[config.mk]
export PLATFORM = sky130hd
export DESIGN_NAME = i2s_mic_rx
export DESIGN_NICKNAME = d
export VERILOG_FILES = /design/src/rtl/i2s_pkg.sv /design/src/rtl/i2s_clk_gen.sv /design/src/rtl/i2s_mic_rx.sv
export SDC_FILE = /design/constraint.sdc
export NUM_CORES = 1
export LEC_CHECK = 0
export CORE_MARGIN = 1.5
export CORE_UTILIZATION = 45
export CTS_CLUSTER_SIZE = 14
export DETAILED_ROUTE_END_ITERATION = 7
export MAX_ROUTING_LAYER = met4
export PLACE_DENSITY_LB_ADDON = 0.1
export RECOVER_POWER = 25
export SKIP_LAST_GASP = 1
export SLEW_MARGIN = 20
export SYNTH_ARGS = -nofsm -noshare
export SYNTH_HDL_FRONTEND = slang
export SYNTH_HIERARCHICAL = 1
export SYNTH_SLANG_ARGS = --single-unit
[constraint.sdc]
create_clock -name clk -period 1.9 [get_ports clk]
set_clock_uncertainty 0.1 [all_clocks]
set_input_delay 0.19 -clock clk [delete_from_list [all_inputs] [get_ports clk]]
set_output_delay 0.19 -clock clk [all_outputs]
set_load 0.05 [all_outputs]
[src/rtl/i2s_pkg.sv]
`default_nettype none
// ============================================================================
//  Module   : i2s_pkg
//  Purpose  : Shared types and helpers for the I2S microphone receiver.
//  Revision : 1.0 - initial release
// ============================================================================
package i2s_pkg;

  typedef enum logic [1:0] {
    IDLE  = 2'd0,
    SYNC  = 2'd1,
    RUN   = 2'd2,
    DRAIN = 2'd3
  } i2s_rx_state_t;

  localparam int CH_LEFT  = 0;
  localparam int CH_RIGHT = 1;

  // Half bit-clock period in system clocks; never below 2 so the strobes stay distinct.
  function automatic int calc_half_div(input int clk_freq, input int sclk_freq);
    int div;
    div = clk_freq / (2 * sclk_freq);
    return (div < 2) ? 2 : div;
  endfunction

endpackage
`default_nettype wire

[src/rtl/i2s_clk_gen.sv]
`default_nettype none
// ============================================================================
//  Module   : i2s_clk_gen
//  Purpose  : Bit-clock divider, edge strobes, frame bit counter and word select.
//  Revision : 1.0 - initial release
// ============================================================================
module i2s_clk_gen #(
  parameter int HALF_DIV  = 16,
  parameter int SLOT_BITS = 32,
  parameter int BIT_W     = $clog2(2 * SLOT_BITS)
) (
  input  logic             clk,
  input  logic             rst,
  input  logic             run,
  output logic             i2s_clk,
  output logic             i2s_ws,
  output logic             rise_evt,
  output logic             wrap_evt,
  output logic [BIT_W-1:0] bit_cnt
);

  localparam int               c_div_w      = (HALF_DIV > 1) ? $clog2(HALF_DIV) : 1;
  localparam logic [c_div_w-1:0] c_div_last = c_div_w'(HALF_DIV - 1);
  localparam logic [BIT_W-1:0] c_frame_last = BIT_W'(2 * SLOT_BITS - 1);
  localparam logic [BIT_W-1:0] c_slot       = BIT_W'(SLOT_BITS);

  logic [c_div_w-1:0] r_div_cnt;
  logic               r_sclk;
  logic               r_ws;
  logic [BIT_W-1:0]   r_bit_cnt;
  logic [BIT_W-1:0]   w_bit_next;
  logic               w_div_last;
  logic               w_fall;

  assign w_div_last = run && (r_div_cnt == c_div_last);
  assign w_fall     = w_div_last && r_sclk;
  assign w_bit_next = (r_bit_cnt == c_frame_last) ? '0 : r_bit_cnt + BIT_W'(1);

  // Stopping the divider parks everything at the frame origin, ready for a clean restart.
  always_ff @(posedge clk) begin
    if (rst || !run) begin
      r_div_cnt <= '0;
      r_sclk    <= 1'b0;
      r_ws      <= 1'b0;
      r_bit_cnt <= '0;
    end else begin
      r_div_cnt <= w_div_last ? '0 : r_div_cnt + c_div_w'(1);
      if (w_div_last) r_sclk <= ~r_sclk;
      if (w_fall) begin
        r_bit_cnt <= w_bit_next;
        r_ws      <= (w_bit_next >= c_slot);
      end
    end
  end

  assign i2s_clk  = r_sclk;
  assign i2s_ws   = r_ws;
  assign bit_cnt  = r_bit_cnt;
  assign rise_evt = w_div_last && !r_sclk;
  assign wrap_evt = w_fall && (r_bit_cnt == c_frame_last);

endmodule
`default_nettype wire

[src/rtl/i2s_mic_rx.sv]
`default_nettype none
// ============================================================================
//  Module   : i2s_mic_rx
//  Purpose  : I2S master receiver; captures one channel into a valid/ready sample.
//  Revision : 1.0 - initial release
// ============================================================================
module i2s_mic_rx
  import i2s_pkg::*;
#(
  parameter int CLK_FREQ     = 50_000_000,
  parameter int I2S_CLK_FREQ = 1_500_000,
  parameter int DATA_SIZE    = 24,
  parameter int SLOT_BITS    = 32,
  parameter int CHANNEL      = CH_LEFT
) (
  input  logic                 clk,
  input  logic                 rst,
  input  logic                 enable,
  output logic                 i2s_clk,
  output logic                 i2s_ws,
  output logic                 i2s_lr,
  input  logic                 i2s_sd,
  output logic [DATA_SIZE-1:0] sample_data,
  output logic                 sample_valid,
  input  logic                 sample_ready,
  output logic                 overrun,
  output logic                 busy
);

  localparam int                 c_half_div  = calc_half_div(CLK_FREQ, I2S_CLK_FREQ);
  localparam int                 c_bit_w     = $clog2(2 * SLOT_BITS);
  localparam logic               c_channel   = (CHANNEL == CH_RIGHT);
  localparam logic [c_bit_w-1:0] c_slot      = c_bit_w'(SLOT_BITS);
  localparam logic [31:0]        c_data_last = 32'(DATA_SIZE);

  i2s_rx_state_t        r_state;
  i2s_rx_state_t        w_state_next;
  logic                 r_sd_meta;
  logic                 r_sd_sync;
  logic [DATA_SIZE-1:0] r_shift;
  logic [DATA_SIZE-1:0] r_data;
  logic                 r_done;
  logic                 r_valid;
  logic                 r_overrun;
  logic                 w_run;
  logic                 w_rise;
  logic                 w_wrap;
  logic                 w_sclk;
  logic                 w_ws;
  logic [c_bit_w-1:0]   w_bit_cnt;
  logic [31:0]          w_slot_idx;
  logic                 w_capture;

  assign w_run = (r_state != IDLE);

  i2s_clk_gen #(
    .HALF_DIV  (c_half_div),
    .SLOT_BITS (SLOT_BITS),
    .BIT_W     (c_bit_w)
  ) u_clk_gen (
    .clk      (clk),
    .rst      (rst),
    .run      (w_run),
    .i2s_clk  (w_sclk),
    .i2s_ws   (w_ws),
    .rise_evt (w_rise),
    .wrap_evt (w_wrap),
    .bit_cnt  (w_bit_cnt)
  );

  // ws tracks bit_cnt >= SLOT_BITS, so it also tells which half to subtract.
  assign w_slot_idx = 32'(w_ws ? (w_bit_cnt - c_slot) : w_bit_cnt);
  assign w_capture  = w_rise && (r_state == RUN || r_state == DRAIN) &&
                      (w_ws == c_channel) && (w_slot_idx != 32'd0) &&
                      (w_slot_idx <= c_data_last);

  always_ff @(posedge clk) begin
    if (rst) r_state <= IDLE;
    else     r_state <= w_state_next;
  end

  always_comb begin
    w_state_next = r_state;
    case (r_state)
      IDLE:    if (enable) w_state_next = SYNC;
      SYNC:    if (w_wrap) w_state_next = enable ? RUN : IDLE;
      RUN:     if (!enable) w_state_next = DRAIN;
      DRAIN: begin
        if (enable)      w_state_next = RUN;
        else if (w_wrap) w_state_next = IDLE;
      end
      default: w_state_next = IDLE;
    endcase
  end

  always_ff @(posedge clk) begin
    if (rst) begin
      r_sd_meta <= 1'b0;
      r_sd_sync <= 1'b0;
      r_shift   <= '0;
      r_done    <= 1'b0;
    end else begin
      r_sd_meta <= i2s_sd;
      r_sd_sync <= r_sd_meta;
      if (w_capture) r_shift <= DATA_SIZE'({r_shift, r_sd_sync});
      r_done <= w_capture && (w_slot_idx == c_data_last);
    end
  end

  // One-entry holding register: a completion with the slot still occupied is dropped.
  always_ff @(posedge clk) begin
    if (rst) begin
      r_data    <= '0;
      r_valid   <= 1'b0;
      r_overrun <= 1'b0;
    end else if (r_done) begin
      if (!r_valid || sample_ready) begin
        r_data  <= r_shift;
        r_valid <= 1'b1;
      end else begin
        r_overrun <= 1'b1;
      end
    end else if (r_valid && sample_ready) begin
      r_valid <= 1'b0;
    end
  end

  assign i2s_clk      = w_sclk;
  assign i2s_ws       = w_ws;
  assign i2s_lr       = c_channel;
  assign sample_data  = r_data;
  assign sample_valid = r_valid;
  assign overrun      = r_overrun;
  assign busy         = w_run;

endmodule
`default_nettype wire
* Word-level counts from Yosys, hierarchy flattened
Index checks and enable logic that the tools add are counted.
** Storage, ports and cells
- Register bits after elaboration :: 67
- Output and inout bits :: 30
- Input bits :: 5
** Cells by class
- Bitwise operators :: 3
- Mux-type cells :: 12
- Equal/unequal tests :: 11
- Order comparisons :: 2
- Add/sub/neg operators :: 3
- Reduce and logical (&&, ||, !) cells :: 25
** Operators with widths (number)
- 32-bit by 5-bit equality test with 1-bit output, second input constant :: 1
- 32-bit by 5-bit <= comparator with 1-bit output, second input constant :: 1
- 32-bit 2-to-1 mux :: 1
- 32-bit nonzero test :: 1
- 2-bit 2-to-1 mux :: 6
- 1-bit logical AND :: 10
- 2-bit case mux with 4 select lines :: 1
- 6-bit by 6-bit subtractor with 7-bit output, second input constant :: 1
- 6-bit by 1-bit adder with 6-bit output, second input constant :: 1
- 6-bit equality test, second input constant :: 1
- 6-bit greater-or-equal comparator, second input constant :: 1
- 6-bit 2-to-1 mux :: 1
- 2-bit AND reduction :: 3
- 4-bit by 1-bit adder with 4-bit output, second input constant :: 1
- 2-bit equality test, second input constant :: 2
- 4-bit equality test, second input constant :: 1
- 2-bit by 1-bit != test with 1-bit output, second input constant :: 2
- 2-bit != test, second input constant :: 2
- 4-bit AND reduction :: 1
- 2-bit nonzero test :: 2
- 1-bit logical NOT :: 3
- 1-bit logical OR :: 3
- 1-bit 2-to-1 mux :: 3
- 3-bit by 2-bit != test with 1-bit output, second input constant :: 1
- 4 further kinds :: 6

* Logic depth before layout (Yosys ltp)
- Depth in word-level cells :: 8
- Mapped depth :: 8

* Cells and area by module
The synthesis kept the hierarchy.
** By module, submodules not included
- i2s_mic_rx :: area an instance 2362.3 um2, seq. area each 1101.1 um2, cells each 281, times used 1
- i2s_clk_gen :: area an instance 574.3 um2, seq. area each 240.2 um2, cells each 65, times used 1

* Least setup slack after synthesis
Ideal clock, no wire load.
- Path kind :: register to register
- Start point :: register with a tool-made name
- End point :: register r_shift[10]
- Clock period less this slack :: 2229 ps
- Path slack :: -329 ps
- Setup time :: 78 ps
- Buffers on the path :: 1
- Arrival :: 2051 ps
- Cell stages (with the launch flop) :: 9
- Cells stage by stage :: dfxtp_1 or2_2 and4_4 nor2b_1 and3b_1 o311a_1 clkbuf_1 nor2_1 nor3_1
** RTL lines
- end signal, assigned :: line i2s_mic_rx.sv:105 : if (w_capture) r_shift <= DATA_SIZE'({r_shift, r_sd_sync});
- end, declared :: line i2s_mic_rx.sv:40 : logic [DATA_SIZE-1:0] r_shift;

* Worst setup path in the final report
- Start point :: register u_clk_gen.r_bit_cnt[5] (netlist: u_clk_gen/bit_cnt[5])
- End point :: register r_shift[7]
** Between the ends
- Word-level cells in the longest chain between the ends :: 5
- Elaborated cells on any way between the ends :: 6
- Classes of those cells :: 1 x add/sub; 1 x order compare; 1 x mux; 3 x reduce/logical
** RTL lines
- start, declared :: line i2s_clk_gen.sv:30 : logic [BIT_W-1:0] r_bit_cnt;
- start signal, assigned :: line i2s_clk_gen.sv:50 : r_bit_cnt <= w_bit_next;
- 6-bit by 6-bit subtractor with 7-bit output :: line i2s_mic_rx.sv:72 : assign w_slot_idx = 32'(w_ws ? (w_bit_cnt - c_slot) : w_bit_cnt);
- 32-bit 2-to-1 mux * :: line i2s_mic_rx.sv:72
- branches (longest 2 deep; another with 32-bit by 5-bit <= comparator with 1-bit output)
- 1-bit logical AND * :: line i2s_mic_rx.sv:74 : (w_ws == c_channel) && (w_slot_idx != 32'd0) &&
Every way passes the cells marked *.
A chain may end at the register's enable or synchronous reset.

==> impl_metrics.toml <==
[run_status]
status = "finished with violations"
violations = "negative setup slack"

[logic_synthesis]
synth-seq-area-share_pct = 45.7
synth-async-reset-ratio_pct = 0
synth.avg_cell_area_sq_um = 8.49
ys_top_cells_by_area = "dfxtp_1 (46%), nand2_1 (7.3%), o2bb2ai_1 (7.2%)"
synth_edf_count = 0
synth.distinct_cells = 45
synth_cells = 346
synth.largest_area_cell = "dfxtp_1"
synthTopCellsByCount = "dfxtp_1 (67), nand2_1 (57), nor2_1 (35)"
synth_ff_type = "dfxtp_1"
synth_top_area_share_pct = 45.7
synth_nets = 354
synth.most_common_cell = "dfxtp_1"
synth_seq_cells = 67
synth_area_sq_um = 2940
synth_warnings = 6

[place]
dpl_cell_area_sq_um = 3500
place_congestion = 0.788
dp.final_hpwl_mm = 4.30
port_buffers = 33
dp_slack_ns = -0.0831

[clock_network]
cts_buffers = 9
clkLatencyLatePin_ns = 0.34
cts_hold_buf = 0
cts_tree = "built"
clockBufferDepth = 2
clk_transition_reported_paths_ns = 0.07
cts-root-buf = "clkbuf_8"
h-tree-depth = 3
cts_sinks = 67

[route]
wl_mm = 6.93
wl_per_cell_um = 14.7
ant_nets = 0
drc = 0
vias_per_cell = 5.62
via_count = 2645
dr.pass1.iters = 4
drt-initial-drc-count = 147

[worst_setup_path]
worstPathRequired_ns = 2.02
cp_top_family = "simple AND/OR/NAND/NOR gates"
max_stage_delay_ns = 0.48
cp.buffers_inverters = 2
worstPathArrival_ns = 2.10
crit_type = "flop to flop"
critPathLaunchType = "flop"
cp_slowest_cell = "or4b_4"
worst-path-max-fanout = 14
cp_cell_sequence = "inv_1 > ha_1 > or4b_4 > buf_6 > o32ai_1 > o2bb2ai_1 > nor3_1"
endpoint_kind = "flop"

[grt]
grt_pass1_vias = 2406
gr-usage-all-layers_pct = 20.6
grt_pass1_wl_mm = 11.5
grt_max_degree = 32
gr-total-overflow = 0
antenna_found_initial = 0

[cells_and_area]
antenna_cells = 0
finalNetCount = 397
drive_above_1_share_pct = 20.6
multiInputGateArea_sq_um = 1630
final_area_sq_um = 3840
final-seq-area_sq_um = 1350
fillers = 577
area_growth_pct = 30.8

[timing]
hold_violations = 0
rsz0062_at_grt = "yes"
max_freq_mhz = 506
worst_pin_slew_ns = 0.585
whs_ns = 0.144
maxSlewViolCount = 0
period_needed_ns = 1.97
worst_slack_ns = -0.0746
timing.final.crit_share_pct = 104
relSlewSlack_pct = 61.2
setup_viol = 24

[floorplanning]
core_area_sq_um = 6310
die-area_sq_um = 7020
die_w_um = 83.8
placementRows = 29
die_y_um = 83.8
ios = 35
initial_core_util_pct = 46.5

[power]
p_per_area_nw_per_um2 = 673
peakVddDrop_mv = 0.390
p_leak_uw = 0.00130

[run]
maxCapViolCount = 0

[min_path]
holdCritPathClass = "input pin to flop"
-- tightest hold or removal path, cell delays in order --
cell and delay, ns:
buf_2 0.09, or2b_2 0.11, or4_1 0.09, o21ai_0 0.06
-- metal layers --
layer | up-vias | global-route usage, % | share of wire, %
met1 | 1243 | 26.5 | 49
li1 | 1340 | - | -
met2 | 53 | 32.4 | 46
met4 | 0 | 7.15 | 1.3
met5 | - | - | 0
met3 | 9 | 4.35 | 3.5
-- registers in the layout, indices dropped and copies added (netlist names), named ones only --
signal and cells:
sample_valid 1, u_clk_gen/r_div_cnt 4, u_clk_gen/bit_cnt 6, r_sd_sync 1, r_done 1, r_state 1, u_clk_gen/i2s_ws 1, u_clk_gen/i2s_clk 1
r_sd_meta 1, sample_data 24, r_shift 24, overrun 1
-- cell usage in the layout, fill, tap and decap left out, types with 2 or more instances in the layout --
| cell type | Yosys | layout |
|---|---|---|
| buf_4 | 1 | 20 |
| or4_1 | 3 | 3 |
| o2bb2ai_2 | 0 | 2 |
| nor2b_1 | 7 | 6 |
| buf_12 | 0 | 4 |
| nor3_1 | 28 | 25 |
| dfxtp_1 | 67 | 64 |
| nand4b_1 | 2 | 2 |
| clkbuf_8 | 0 | 9 |
| a21oi_1 | 30 | 30 |
| clkinv_2 | 0 | 4 |
| o32ai_1 | 24 | 7 |
| nand3_1 | 4 | 4 |
| xnor2_1 | 3 | 3 |
| nor3_2 | 0 | 3 |
| o31ai_1 | 2 | 2 |
| ha_1 | 3 | 3 |
| o32ai_2 | 0 | 17 |
| inv_1 | 2 | 2 |
| clkbuf_1 | 20 | 2 |
| dfxtp_2 | 0 | 2 |
| o21ai_0 | 3 | 3 |
| buf_6 | 3 | 2 |
| nor2_1 | 35 | 35 |
| nand2_1 | 57 | 57 |
| clkdlybuf4s50_1 | 0 | 28 |
| o2bb2ai_1 | 24 | 22 |
-- report_power, final --
part | switching, uW | internal (uW) | leakage [uW] | total, uW
Clock | 562 | 550 | 0.000101 | 1110
Sequential | 2.26 | 1410 | 0.000542 | 1410
Combinational | 41.7 | 21.2 | 0.000659 | 62.9
Total | 606 | 1980 | 0.00130 | 2580
-- timing repair --
action,CTS,global route
endpoints found under the hold margin,0,0
setup endpoints to repair,25,26
resized for setup,11,17
buffers inserted,0,0
-- cell type report --
cell class | instances | area share [%]
multi-input combinational | 249 | 42.5
clock buffer | 10 | 3.88
clock inverter | 6 | 0.977
sequential | 67 | 35.1
tap | 77 | 2.51
inverter | 2 | 0.195
timing repair buffer | 60 | 14.8
-- final timing paths --
path | from | end | depth (start not counted) | slack [ns]
setup / recovery | u_clk_gen/bit_cnt[5] | r_shift[7] | 7 | -0.07
hold / removal | rst | u_clk_gen/bit_cnt[4] | 4 | 0.14
setup reg to reg | u_clk_gen/bit_cnt[5] | r_shift[7] | 7 | -0.07
hold reg to reg | r_sd_meta | r_sd_sync | 1 | 0.34
-- cell families (layout without fill, tap and decap cells) --
group / after synthesis / in the layout / share of synthesized area (%)
xor gates and xnor gates: 4 / 4 / 1.19
other: 1 / 1 / 0.128
adders and majority gates: 3 / 3 / 1.28
buffers and inverters: 30 / 78 / 4.86
muxes: 2 / 2 / 0.724
and+or+nand+nor: 149 / 149 / 23.6
DFF: 67 / 67 / 45.7
AOI/OAI and AO/OA: 90 / 90 / 22.6
-- stage by stage --
stage,util [%],setup TNS (ns),instances,power [uW]
6_report,60.8,-0.595,471,2580
5_1_grt,60.8,-2.84,471,2690
4_1_cts,59.2,-0.813,471,2610
3_5_place_dp,55.4,-1.41,455,1510
3_3_place_gp,55.4,-0.142,455,1510
2_1_floorplan,-,-2.57,346,1480
Power figures use the tool's default switching activity.
